File: config.mk
export PLATFORM = sky130hd
export DESIGN_NAME = i2c_reg_seq
export DESIGN_NICKNAME = d
export VERILOG_FILES = /design/src/rtl/i2c_reg_seq.sv
export SDC_FILE = /design/constraint.sdc
export NUM_CORES = 1
export LEC_CHECK = 0
export ABC_AREA = 1
export CAP_MARGIN = 20
export CORE_ASPECT_RATIO = 0.8
export CORE_MARGIN = 2
export CORE_UTILIZATION = 30
export DETAILED_ROUTE_END_ITERATION = 10
export PLACE_DENSITY = 0.62
export SYNTH_ARGS = -nofsm -noshare
export SYNTH_HDL_FRONTEND = slang
export SYNTH_SLANG_ARGS = --single-unit
File: constraint.sdc
create_clock -name clk -period 1.4 [get_ports clk]
set_input_delay 0.28 -clock clk [delete_from_list [all_inputs] [get_ports clk]]
set_output_delay 0.28 -clock clk [all_outputs]
set_load 0.02 [all_outputs]
File: src/rtl/i2c_reg_seq.sv
// Register-access sequencer for the I2C byte-level master.
// Turns one register command (write 1 byte / read N bytes) into start, send,
// receive and datasend controls for the master, and returns read bytes and a
// completion/error status.
// Optional feature: define I2C_SEQ_REG16_EN for 16-bit register addresses.
module i2c_reg_seq #(
  parameter int unsigned LEN_W = 4
) (
  input  logic             clk,
  input  logic             reset,
  input  logic             cmd_valid,
  output logic             cmd_ready,
  input  logic             cmd_rw,
  input  logic [6:0]       cmd_dev,
  input  logic [15:0]      cmd_reg,
  input  logic [7:0]       cmd_wdata,
  input  logic [LEN_W-1:0] cmd_len,
  output logic [7:0]       rd_data,
  output logic             rd_valid,
  output logic             rd_last,
  output logic             done,
  output logic             err,
  input  logic             m_ready,
  input  logic             m_sended,
  input  logic             m_received,
  input  logic [7:0]       m_datareceive,
  output logic             m_start,
  output logic             m_send,
  output logic             m_receive,
  output logic [7:0]       m_datasend
);

  typedef enum logic [3:0] {
    StIdle, StLaunch, StWaitBusy, StAddrW, StRegHi, StRegLo,
    StWdata, StAddrR, StRdata, StStopWait
  } state_e;

  state_e           state_q;
  logic             rw_q;
  logic [6:0]       dev_q;
  logic [7:0]       wdata_q;
  logic [LEN_W-1:0] len_m1_q;
  logic [LEN_W-1:0] rx_idx_q;
  logic             sended_q, received_q, ready_q;

`ifdef I2C_SEQ_REG16_EN
  logic [15:0] reg_q;
`else
  logic [7:0]  reg_q;
  logic        unused_reg_hi;
  assign unused_reg_hi = ^cmd_reg[15:8];
`endif

  logic sended_rise, received_rise, received_fall, ready_rise, in_xfer, rx_last;
  assign sended_rise   = m_sended & ~sended_q;
  assign received_rise = m_received & ~received_q;
  assign received_fall = ~m_received & received_q;
  assign ready_rise    = m_ready & ~ready_q;
  assign rx_last       = (rx_idx_q == len_m1_q);
  // Master returning to ready while a byte phase is open means it gave up (NACK).
  assign in_xfer       = state_q inside {StAddrW, StRegHi, StRegLo, StWdata, StAddrR, StRdata};

  // Byte-continue controls: sampled by the master while it reports a byte boundary.
  always_comb begin
    m_send    = m_sended & ((state_q == StAddrW) | (state_q == StRegHi) |
                            ((state_q == StRegLo) & ~rw_q));
    m_receive = 1'b0;
    if (state_q == StAddrR) m_receive = m_sended;
    if (state_q == StRdata) m_receive = m_received & ~rx_last;
  end

  // Sequencer FSM with registered outputs and status edge detectors.
  always_ff @(posedge clk) begin
    if (!reset) begin
      state_q    <= StIdle;
      cmd_ready  <= 1'b0;
      rd_data    <= 8'h00;
      rd_valid   <= 1'b0;
      rd_last    <= 1'b0;
      done       <= 1'b0;
      err        <= 1'b0;
      m_start    <= 1'b0;
      m_datasend <= 8'h00;
      rw_q       <= 1'b0;
      dev_q      <= '0;
      reg_q      <= '0;
      wdata_q    <= '0;
      len_m1_q   <= '0;
      rx_idx_q   <= '0;
      sended_q   <= 1'b0;
      received_q <= 1'b0;
      ready_q    <= 1'b0;
    end else begin
      sended_q   <= m_sended;
      received_q <= m_received;
      ready_q    <= m_ready;
      m_start    <= 1'b0;
      rd_valid   <= 1'b0;
      rd_last    <= 1'b0;
      done       <= 1'b0;
      err        <= 1'b0;
      if (in_xfer && m_ready) begin
        done    <= 1'b1;
        err     <= 1'b1;
        state_q <= StIdle;
      end else begin
        unique case (state_q)
          StIdle: begin
            cmd_ready <= m_ready;
            if (cmd_valid && cmd_ready) begin
              cmd_ready  <= 1'b0;
              rw_q       <= cmd_rw;
              dev_q      <= cmd_dev;
`ifdef I2C_SEQ_REG16_EN
              reg_q      <= cmd_reg;
`else
              reg_q      <= cmd_reg[7:0];
`endif
              wdata_q    <= cmd_wdata;
              // A length of zero reads a single byte.
              len_m1_q   <= (cmd_len == '0) ? '0 : cmd_len - {{(LEN_W-1){1'b0}}, 1'b1};
              rx_idx_q   <= '0;
              m_datasend <= {cmd_dev, 1'b0};
              m_start    <= 1'b1;
              state_q    <= StLaunch;
            end
          end
          StLaunch: state_q <= StWaitBusy;
          // Ignore m_ready until the master has actually gone busy.
          StWaitBusy: if (!m_ready) state_q <= StAddrW;
          StAddrW: if (sended_rise) begin
`ifdef I2C_SEQ_REG16_EN
            m_datasend <= reg_q[15:8];
            state_q    <= StRegHi;
`else
            m_datasend <= reg_q[7:0];
            state_q    <= StRegLo;
`endif
          end
          StRegHi: if (sended_rise) begin
            m_datasend <= reg_q[7:0];
            state_q    <= StRegLo;
          end
          StRegLo: if (sended_rise) begin
            if (rw_q) begin
              m_datasend <= {dev_q, 1'b1};
              m_start    <= 1'b1;
              state_q    <= StAddrR;
            end else begin
              m_datasend <= wdata_q;
              state_q    <= StWdata;
            end
          end
          StWdata: if (sended_rise) state_q <= StStopWait;
          StAddrR: if (sended_rise) state_q <= StRdata;
          StRdata: begin
            if (received_fall) rx_idx_q <= rx_idx_q + {{(LEN_W-1){1'b0}}, 1'b1};
            if (received_rise) begin
              rd_data  <= m_datareceive;
              rd_valid <= 1'b1;
              rd_last  <= rx_last;
              if (rx_last) state_q <= StStopWait;
            end
          end
          StStopWait: if (ready_rise) begin
            done    <= 1'b1;
            state_q <= StIdle;
          end
          default: state_q <= StIdle;
        endcase
      end
    end
  end

endmodule

==> out/metrics.csv, run 1 <==
stage;metric;value;unit
route;drtAntennaViolNets;0;
route;met2_length;4.32;mm
place;io_buffers;65;
timing;fmax;0.602;GHz
synthesis;synth_top_area_frac;0.422;
grt;antenna_found_initial;0;
grt;grt_pass1_vias;3101;
synthesis;postSynthNetCount;480;
synthesis;netlist_top_cells_area;dfxtp_1 42%, nand2_1 17%, nor2_1 9.1%, a21oi_1 5.9%, inv_1 4.8%;
job;cap_violations;0;
place;hpwl;5.99;mm
clock_network;cts_root_buf;clkbuf_16;
critical_path;crit-reg2reg-launch;state_q[2];
critical_path;arrival;1.38;ns
cells_and_area;areaGrowthSynthToFinish;75.8;%
synthesis;syn_area_per_cell;6.74;sq um
timing;hold_viol_final;0;
timing;setup_viol;56;
critical_path;cp-startpoint;state_q[2];
route;wl_per_cell;13.0;um
cells_and_area;nNetsFinal;626;
critical_path;cp-end-kind;output port;
die;row_count;32;
clock_network;cts_tree;built;
die;die_x;114;um
cells_and_area;finish.instance_area;5080;sq um
clock_network;hold_buffers;0;
synthesis;synth_flop_cell;dfxtp_1;
power_and_ir_drop;p_leak;2.32;nW
worst_hold_path;hold_class;reg2reg;
route;wl;9.05;mm
worst_hold_path;min_from;wdata_q[6];
synthesis;netlist_instances;429;
synthesis;syn_area;2890;sq um
power_and_ir_drop;p_per_area;1700;nW/um^2
timing;relSlewSlack;0.773;
synthesis;synth_cell_types;30;
clock_network;cts_htree_levels;3;
route;via_per_inst;4.58;
power_and_ir_drop;ir_worst_vdd;0.741;mV
die;fp.dieH;91.8;um
clock_network;numClockSinks;61;
synthesis;async_flop_share;0;
clock_network;cts_buffer_depth;2;
grt;grt_pass1_wl;14.4;mm
synthesis;synth-edff-count;0;
synthesis;ys_warn_count;0;
synthesis;ys_seq_area_frac;0.422;
grt;grt-ovfl-total;0;
clock_network;cts_inserted_buffers;9;
outcome;run_status;finished, violations left;
grt;grt_usage;0.173;
critical_path;worstPathRequired;1.12;ns
cells_and_area;diodes;0;
route;drc;0;
place;pre_cts_ws;-0.609;ns
route;first_iter_violations;159;
route;routed.top_layer;met4;
critical_path;crit_type;reg2out;
clock_network;clk_latency;0.33;ns
grt;grt_max_degree;27;
timing;min_period;1.66;ns
route;first_pass_iters;4;
critical_path;crit_fanout;5;
timing;slew_viol_final;0;
cells_and_area;drive_gt1_frac;0.369;
critical_path;cp-start-kind;flip-flop;
die;fp.coreArea;9530;sq um
route;dr_wl_met3;376;um
die;design.die.area;10400;sq um
timing;post-route-period-util;1.19;
synthesis;ys_ff_latch;61;
outcome;violations;negative setup slack;
cells_and_area;final_core_util;0.534;
route;route.vias.total;3203;
timing;rsz0062_at_grt;yes;
place;placed_area;4130;sq um
timing;setup_ws;-0.261;ns
route;wl_met1;4.28;mm
synthesis;yosysTopAreaCell;dfxtp_1;
timing;worstMarginPinSlew;0.340;ns
timing;finalSetupTns;-5.64;ns
timing;fin_worst_skew;0.00792;ns
clock_network;clkTransAtPathRegs;0.06;ns
die;ioPinCount;74;
die;start_util;0.304;
place;gp_congestion;0.846;
==> layout by cell type (no fill, tap or decap), drive strengths merged <==
master and count:
o32ai 1, nor3 4, dfxtp 61, buf 80, ha 1, nor2 85
inv 45, clkbuf 12, bufinv 2, nand2 137, xnor2 1, clkinv 4
a21oi 34, nand3 13, clkdlybuf4s50 41, dlygate4sd2 21, nand4 8, a31oi 1
o31ai 1, o21ai 27, clkinvlp 1
==> synthesized netlist by cell type (2+ instances only) <==
cell type and number:
buf_2 2, nand3_1 9, o21ai_1 2, nand2_2 5, nor3_1 4, nor2_2 11
nand2_4 2, inv_2 6, nor2_1 70, a21oi_1 34, dfxtp_1 61, clkbuf_1 5
nand3_2 2, inv_1 37, nor2_4 3, nand2_1 129, buf_4 3, nand4_1 8
o21ai_0 25
==> metrics by stage <==
step / hold WS, ns / power (W) / std cells
6_report: 0.452 / 0.00864 / 699
5_1_grt: 0.475 / 0.00911 / 699
4_1_cts: 0.459 / 0.00811 / 690
3_5_place_dp: 0.450 / 0.00533 / 662
3_3_place_gp: 0.445 / 0.00528 / 662
2_1_floorplan: 0.373 / 0.00403 / 429
==> worst max-delay path, cell delays in order (launching register included) <==
cell,delay [ns]
dfxtp_4,0.39
inv_2,0.06
nor2_4,0.14
nand2_4,0.08
nor2_4,0.12
nor2_4,0.05
nor2_2,0.08
buf_6,0.12
==> final timing paths <==
| kind | to | slack [ns] | cells after the start |
|---|---|---|---|
| worst max-delay path | m_send | -0.26 | 7 |
| worst min-delay path | wdata_q[6] | 0.45 | 2 |
| worst max register to register | m_datasend[5] | -0.20 | 11 |
| worst min register to register | wdata_q[6] | 0.45 | 2 |
==> timing repair <==
| action | 4_1_cts | 5_1_grt |
|---|---|---|
| endpoints found under the setup margin | 79 | 59 |
| pin swaps | 12 | 30 |
| resized for setup | 98 | 84 |
| cloned | 3 | 2 |
| buffers inserted | 9 | 8 |
==> where the power goes <==
group	leakage, nW	internal (W)	switching, W
registers	0.501	0.00205	0.000225
logic	1.66	0.00177	0.00220
clock network	0.156	0.00157	0.000833
==> layout make-up <==
cell class                      count  area (sq um)
Clock buffer                        9           225
Clock inverter                      7          98.8
Fill cell                         875          4440
Inverter                           45           186
Multi-Input combinational cell    313          1830
Sequential cell                    61          1240
Tap cell                          119           149
Timing Repair Buffer              145          1350
==> registers in the layout (all words and copies together), names as in the netlist, 4 cells and up <==
signal	count
state_q	4
m_datasend	8
len_m1_q	4
reg_q	8
rx_idx_q	4
dev_q	7
wdata_q	8
rd_data	8
==> cells by family after synthesis <==
group / Yosys count / synth area share
DFF: 61 / 0.422
AOI/OAI and AO/OA: 64 / 0.113
xor gates and xnor gates: 1 / 0.00303
and+or+nand+nor: 246 / 0.379
adders and majority gates: 1 / 0.00432
buffers and inverters: 56 / 0.0783
==> metal layers <==
| metal | GRT usage | vias up |
|---|---|---|
| li1 | - | 1655 |
| met1 | 0.220 | 1465 |
| met2 | 0.290 | 74 |
| met3 | 0.0449 | 9 |
| met4 | 0.0467 | 0 |
| met5 | 0 | - |
(Power assumes the default switching activity.)
==> inputs of run 2 (changes only) <==
--- a/config.mk
+++ b/config.mk
@@ -5,13 +5,13 @@
 export SDC_FILE = /design/constraint.sdc
 export NUM_CORES = 1
 export LEC_CHECK = 0
-export ABC_AREA = 1
 export CAP_MARGIN = 20
 export CORE_ASPECT_RATIO = 0.8
 export CORE_MARGIN = 2
 export CORE_UTILIZATION = 30
 export DETAILED_ROUTE_END_ITERATION = 10
-export PLACE_DENSITY = 0.62
+export PLACE_DENSITY = 0.63
+export SLEW_MARGIN = 20
 export SYNTH_ARGS = -nofsm -noshare
 export SYNTH_HDL_FRONTEND = slang
 export SYNTH_SLANG_ARGS = --single-unit
==> out/metrics.csv, run 2 <==
stage;metric;value;unit;change
cells_and_area;nNetsFinal;521;;-17%
timing;finalSetupTns;-25.69;ns;-20.05 ns
cells_and_area;final_common_cell;nand2_1;;
critical_path;crit-reg2reg-launch;state_q[1];;
power_and_ir_drop;power.internal;0.00476;W;-12%
die;design.die.area;10200;sq um;-2.7%
place;gp_congestion;0.928;;+9.8%
grt;antenna_found_initial;0;;unchanged
grt;grt-ovfl-total;0;;unchanged
power_and_ir_drop;ir_worst_vdd;0.741;mV;about the same
synthesis;yosysTopAreaCell;dfxtp_1;;
clock_network;numClockSinks;61;;unchanged
job;cap_violations;0;;unchanged
place;hpwl;5.72;mm;-4.5%
timing;setup_ws;-0.564;ns;-0.303 ns
clock_network;cts_inserted_buffers;9;;unchanged
synthesis;netlist_top_cells_area;dfxtp_1 43%, nand2_1 9.7%, a21boi_0 8.8%, nor2_1 2.5%, a21oi_1 2.5%;;
route;first_pass_iters;4;;unchanged
grt;grt_pass1_wl;14.3;mm;-0.96%
place;placed_area;4010;sq um;-2.9%
timing;fin_worst_skew;0.00673;ns;-0.00119 ns
power_and_ir_drop;pwr-share-seq;0.296;;+0.033
power_and_ir_drop;p_leak;2.00;nW;-14%
route;drc;0;;unchanged
power_and_ir_drop;p_per_area;1390;nW/um^2;-18%
timing;slew_viol_final;0;;unchanged
clock_network;cts_root_buf;clkbuf_16;;
critical_path;arrival;1.68;ns;+0.30 ns
route;first_iter_violations;184;;+16%
cells_and_area;mostFrequentLayoutCells;57 x nand2_1, 55 x dfxtp_1, 50 x buf_4, 41 x clkdlybuf4s50_1, 30 x a21boi_1;;
timing;setup_viol;59;;+5.4%
clock_network;clkTransAtPathRegs;0.05;ns;about the same
critical_path;max_stage_delay;0.55;ns;+0.16 ns
cells_and_area;multi_input_area;1840;sq um;+0.55%
critical_path;crit_type;reg2out;;
critical_path;worstPathRequired;1.12;ns;about the same
critical_path;path_buf_inv;1;;-1
place;io_buffers;65;;unchanged
critical_path;crit_slowest_cell;or4b_4;;
critical_path;crit_path_cell_trace;or4b_4 > a41oi_2 > a32o_2 > buf_6;;
clock_network;clk_latency;0.32;ns;about the same
timing;rsz0062_at_grt;yes;;
synthesis;synth_top_area_frac;0.434;;+0.0122
timing;relSlewSlack;0.770;;-0.00341
power_and_ir_drop;switching_share;0.319;;-0.0582
timing;post-route-period-util;1.40;;+0.216
grt;grt_usage;0.177;;+0.00461
die;ioPinCount;74;;unchanged
die;start_util;0.310;;+0.00619
cells_and_area;finish.instance_area;5040;sq um;-0.89%
route;drtAntennaViolNets;0;;unchanged
die;die_x;112;um;-1.4%
synthesis;synth-edff-count;0;;unchanged
cells_and_area;areaGrowthSynthToFinish;79.3;%;
route;via_per_inst;5.04;;+10%
die;row_count;31;;-3.1%
route;wl;9.56;mm;+5.6%
power_and_ir_drop;comb_power_share;0.419;;-0.041
synthesis;synth_common_cells;73 x nand2_1, 61 x dfxtp_1, 33 x a21boi_0;;
worst_hold_path;min_from;dev_q[6];;
critical_path;critPathTopFamily;simple AND/OR/NAND/NOR gates;;
cells_and_area;diodes;0;;unchanged
route;route.vias.total;2968;;-7.3%
synthesis;syn_area_per_cell;8.47;sq um;+26%
grt;grt_max_degree;23;;-15%
critical_path;cp-startpoint;state_q[1];;
timing;worstMarginPinSlew;0.343;ns;+0.00248 ns
cells_and_area;drive_gt1_frac;0.363;;-0.00610
outcome;violations;negative setup slack;;
synthesis;syn_area;2810;sq um;-2.8%
worst_hold_path;hold_class;reg2reg;;
synthesis;netlist_instances;332;;-23%
timing;min_period;1.96;ns;+0.303 ns
synthesis;postSynthNetCount;383;;-20%
outcome;run_status;finished, violations left;;
timing;hold_viol_final;0;;unchanged
synthesis;async_flop_share;0;;unchanged
power_and_ir_drop;p_switching;0.00223;W;-32%
die;fp.coreArea;9080;sq um;-4.8%
cells_and_area;final_core_util;0.555;;+0.0217
die;fp.dieH;90.6;um;-1.4%
synthesis;ys_warn_count;0;;unchanged
synthesis;ys_ff_latch;61;;unchanged
critical_path;cp-end-kind;output port;;
synthesis;synth_flop_cell;dfxtp_1;;
clock_network;hold_buffers;0;;unchanged
synthesis;synth_cell_types;52;;+73%
cells_and_area;register_area;1230;sq um;-0.91%
synthesis;ys_seq_area_frac;0.434;;+0.0122
route;wl_per_cell;16.2;um;+25%
synthesis;synth.most_common_cell;nand2_1;;
clock_network;cts_tree;built;;
place;pre_cts_ws;-0.734;ns;-0.125 ns
timing;fmax;0.509;GHz;-15%
power_and_ir_drop;power_frac_clock;0.285;;+0.008
clock_network;cts_htree_levels;3;;unchanged
grt;grt_pass1_vias;2859;;-7.8%
clock_network;cts_buffer_depth;2;;unchanged
cells_and_area;nFillCells;791;;-9.6%
critical_path;cp-start-kind;flip-flop;;
critical_path;crit_fanout;4;;-1
run 2: changes by cell type in the layout (fill, tap and decap cells not counted), moves of 8 or more:
cell	change
inv_2	-11
nand2_1	-50
a21oi_2	-14
inv_1	-27
o21ai_0	-12
a21boi_1	+30
buf_4	-14
nor2_1	-43
nor2_4	-14
nand2_4	-13
buf_6	+13
nor2_2	-8
run 2: cells by family (layout without fill, tap and decap cells):
kind of cell / count (synthesis) / in the layout / share of synthesized area
buffers and inverters: 24 / 166 / 0.0365
adders and majority gates: 1 / 1 / 0.00445
muxes: 7 / 7 / 0.0249
and+or+nand+nor: 141 / 141 / 0.240
AOI/OAI and AO/OA: 94 / 94 / 0.247
DFF: 61 / 61 / 0.434
xor gates and xnor gates: 4 / 4 / 0.0125
run 2: metal layers:
layer	global-route usage	vias up	wire (um)	share of wire
li1	-	1449	-	-
met1	0.220	1419	4200	0.44
met2	0.287	84	4640	0.49
met3	0.0530	16	549	0.057
met4	0.0752	0	179	0.019
met5	0	-	0	0
run 2: through the flow:
step                      total power, W  hold WS [ns]  std cells
after CTS                        0.00668         0.453        577
after floorplan                  0.00310         0.402        332
after global routing             0.00730         0.468        589
final                            0.00699         0.450        589
after detailed placement         0.00393         0.456        538
after global placement           0.00390         0.438        538
run 2: final cells by class:
cell class	instances	area share
inverter	1	0.000745
timing repair buffer	150	0.308
tap	115	0.0286
clock inverter	4	0.00472
multi-input combinational	247	0.366
clock buffer	11	0.0482
sequential	61	0.244
run 2: power groups by stage:
stage / Clock [W] / Sequential, W / Combinational (W)
detailed placement: 0 / 0.00208 / 0.00185
global placement: 0 / 0.00207 / 0.00183
finish: 0.00199 / 0.00207 / 0.00293
global route: 0.00212 / 0.00208 / 0.00310
CTS: 0.00203 / 0.00205 / 0.00260
floorplan: 0 / 0.00216 / 0.000936
run 2: timing repair:
| action | 4_1_cts | 5_1_grt |
|---|---|---|
| gates cloned | 7 | 0 |
| pin swaps | 27 | 40 |
| endpoints found under the setup margin | 81 | 61 |
| resized for setup | 113 | 64 |
| setup buffers | 18 | 16 |
run 2: worst register-to-register path, delay by kind of cell (launching register included):
family,cells,cell delay (ns)
AO/OA/AOI/OAI,4,0.77
buffers and inverters,5,0.62
AND/OR/NAND/NOR,1,0.11
flip-flops,1,0.35
run 2: worst paths after layout:
| kind | depth (start not counted) | end | slack (ns) |
|---|---|---|---|
| min reg2reg | 2 | dev_q[6] | 0.45 |
| max | 4 | m_receive | -0.56 |
| min | 2 | dev_q[6] | 0.45 |
| max reg2reg | 10 | m_datasend[0] | -0.56 |
==> inputs of run 3 (changes only) <==
--- a/config.mk
+++ b/config.mk
@@ -5,12 +5,14 @@
 export SDC_FILE = /design/constraint.sdc
 export NUM_CORES = 1
 export LEC_CHECK = 0
-export CAP_MARGIN = 20
+export ABC_AREA = 0
+export CELL_PAD_IN_SITES_DETAIL_PLACEMENT = 0
+export CELL_PAD_IN_SITES_GLOBAL_PLACEMENT = 1
 export CORE_ASPECT_RATIO = 0.8
 export CORE_MARGIN = 2
 export CORE_UTILIZATION = 30
 export DETAILED_ROUTE_END_ITERATION = 10
-export PLACE_DENSITY = 0.63
+export PLACE_DENSITY = 0.79
 export SLEW_MARGIN = 20
 export SYNTH_ARGS = -nofsm -noshare
 export SYNTH_HDL_FRONTEND = slang
==> out/metrics.csv, run 3 (synthesis results as in run 2) <==
stage;metric;value;unit;change
outcome;run_status;finished, violations left;;
grt;grt_max_degree;20;;-13%
place;hpwl;5.82;mm;+1.7%
clock_network;cts_tree;built;;
place;gp_congestion;0.889;;-4.3%
route;route.vias.total;2979;;+0.37%
critical_path;cp-start-kind;flip-flop;;
die;die_x;112;um;unchanged
cells_and_area;areaGrowthSynthToFinish;86.6;%;
die;design.die.area;10200;sq um;unchanged
clock_network;hold_buffers;0;;unchanged
grt;antenna_found_initial;0;;unchanged
grt;grt_usage;0.184;;+0.00664
timing;slew_viol_final;0;;unchanged
clock_network;numClockSinks;61;;unchanged
job;cap_violations;0;;unchanged
die;row_count;31;;unchanged
route;drc;0;;unchanged
die;fp.dieH;90.6;um;unchanged
route;first_iter_violations;153;;-17%
power_and_ir_drop;p_leak;2.09;nW;+4.5%
cells_and_area;diodes;0;;unchanged
clock_network;cts_root_buf;clkbuf_16;;
timing;setup_viol;57;;-3.4%
power_and_ir_drop;p_total;0.00708;W;+1.4%
timing;worstMarginPinSlew;0.315;ns;-0.0274 ns
grt;grt_pass1_wl;14.9;mm;+4.3%
place;pre_cts_ws;-0.728;ns;+0.00553 ns
timing;min_period;1.97;ns;+0.00514 ns
route;drtAntennaViolNets;0;;unchanged
route;wl;9.66;mm;+1.0%
cells_and_area;nFillCells;728;;-8.0%
clock_network;clkTransAtPathRegs;0.05;ns;about the same
clock_network;cts_inserted_buffers;9;;unchanged
route;first_pass_iters;4;;unchanged
place;io_buffers;65;;unchanged
critical_path;cp-end-kind;output port;;
outcome;violations;negative setup slack;;
critical_path;max_stage_delay;0.55;ns;about the same
critical_path;crit_fanout;3;;-1
timing;relSlewSlack;0.789;;+0.0193
cells_and_area;final_common_cell;dfxtp_1;;
grt;grt_pass1_vias;2928;;+2.4%
critical_path;crit_type;reg2out;;
critical_path;crit_slowest_cell;or4b_4;;
grt;grt-ovfl-total;0;;unchanged
route;wl_per_cell;16.6;um;+2.1%
timing;post-route-period-util;1.41;;+0.00367
critical_path;arrival;1.69;ns;about the same
cells_and_area;register_area;1230;sq um;-0.10%
cells_and_area;nNetsFinal;514;;-1.3%
die;ioPinCount;74;;unchanged
cells_and_area;mostFrequentLayoutCells;56 x dfxtp_1, 45 x buf_4, 41 x clkdlybuf4s50_1, 36 x nand2_1, 22 x nand2_4;;
die;start_util;0.310;;unchanged
route;via_per_inst;5.11;;+1.4%
critical_path;worstPathRequired;1.12;ns;about the same
critical_path;critPathTopFamily;simple AND/OR/NAND/NOR gates;;
timing;setup_ws;-0.569;ns;-0.00514 ns
timing;rsz0062_at_grt;yes;;
worst_hold_path;hold_class;reg2reg;;
clock_network;cts_htree_levels;3;;unchanged
timing;hold-worst-slack;0.447;ns;-0.00375 ns
timing;hold_viol_final;0;;unchanged
die;fp.coreArea;9080;sq um;unchanged
critical_path;path_buf_inv;1;;unchanged
clock_network;cts_buffer_depth;2;;unchanged
cells_and_area;drive_gt1_frac;0.429;;+0.0666
clock_network;clk_latency;0.33;ns;about the same
timing;fmax;0.508;GHz;-0.26%
critical_path;crit_path_cell_trace;or4b_4 > a41oi_2 > a32o_2 > buf_6;;
power_and_ir_drop;p_per_area;1350;nW/um^2;-2.6%
power_and_ir_drop;ir_worst_vdd;0.620;mV;-16%
cells_and_area;multi_input_area;2070;sq um;+12%
timing;fin_worst_skew;0.00666;ns;-0.0000672 ns
-- run 3: cell count changes in the layout (fill, tap and decap cells not counted), moves of 3 or more --
cell | before | now
nand2_1 | 57 | 36
nand2_4 | 1 | 22
a21boi_1 | 30 | 19
a21boi_2 | 2 | 12
buf_6 | 24 | 17
o21ai_1 | 7 | 0
buf_12 | 4 | 9
buf_4 | 50 | 45
o21ai_2 | 2 | 7
clkinvlp_4 | 1 | 4
-- run 3: per-layer routing --
| metal | wire length, um | up-vias | global-route usage |
|---|---|---|---|
| met5 | 0 | - | 0 |
| met4 | 165 | 0 | 0.0620 |
| met3 | 557 | 17 | 0.0550 |
| met2 | 4480 | 94 | 0.292 |
| met1 | 4460 | 1434 | 0.239 |
| li1 | - | 1434 | - |
-- run 3: path summary, 6_finish.rpt --
path,start,endpoint,slack [ns],cells past startpoint
hold reg to reg,rd_data[2],rd_data[2],0.45,2
hold / removal,rd_data[2],rd_data[2],0.45,2
setup reg to reg,state_q[3],state_q[1],-0.57,7
setup / recovery,state_q[0],m_receive,-0.57,4
-- run 3: per-stage QoR --
stage	cell area [sq um]	util	TNS, ns	instances
after global routing	5250	0.578	-24.89	583
after global placement	4060	0.447	-26.80	544
after detailed placement	4060	0.447	-28.87	544
after CTS	4880	0.537	-19.89	576
after floorplan	2940	-	-10.05	332
final	5250	0.578	-20.33	583
-- run 3: cell type report --
class / instances / area share
inverters: 1 / 0.000715
clock buffers: 10 / 0.0455
well taps: 115 / 0.0274
repair buffers: 143 / 0.289
flip-flops and latches: 61 / 0.234
clock inverters: 6 / 0.00906
multi-input cells: 247 / 0.394
-- run 3: power breakdown --
group | total [W] | switching (W) | internal [W]
Clock | 0.00208 | 0.000831 | 0.00125
Sequential | 0.00207 | 0.000138 | 0.00194
Combinational | 0.00292 | 0.00138 | 0.00155
Total | 0.00708 | 0.00235 | 0.00473
-- run 3: repair_timing --
action | in CTS | in global routing
pin swaps | 36 | 57
resized for setup | 141 | 88
buffers inserted | 12 | 11
setup endpoints to repair | 81 | 60
gates cloned | 6 | 1
endpoints found under the hold margin | 0 | 0
-- run 3: worst register-to-register path, stage by stage, from the launching register on --
cell and delay (ns):
dfxtp_4 0.33, buf_4 0.15, buf_8 0.13, nor4b_4 0.13
a22o_1 0.22, a211o_1 0.27, or4_4 0.52, a21oi_2 0.14
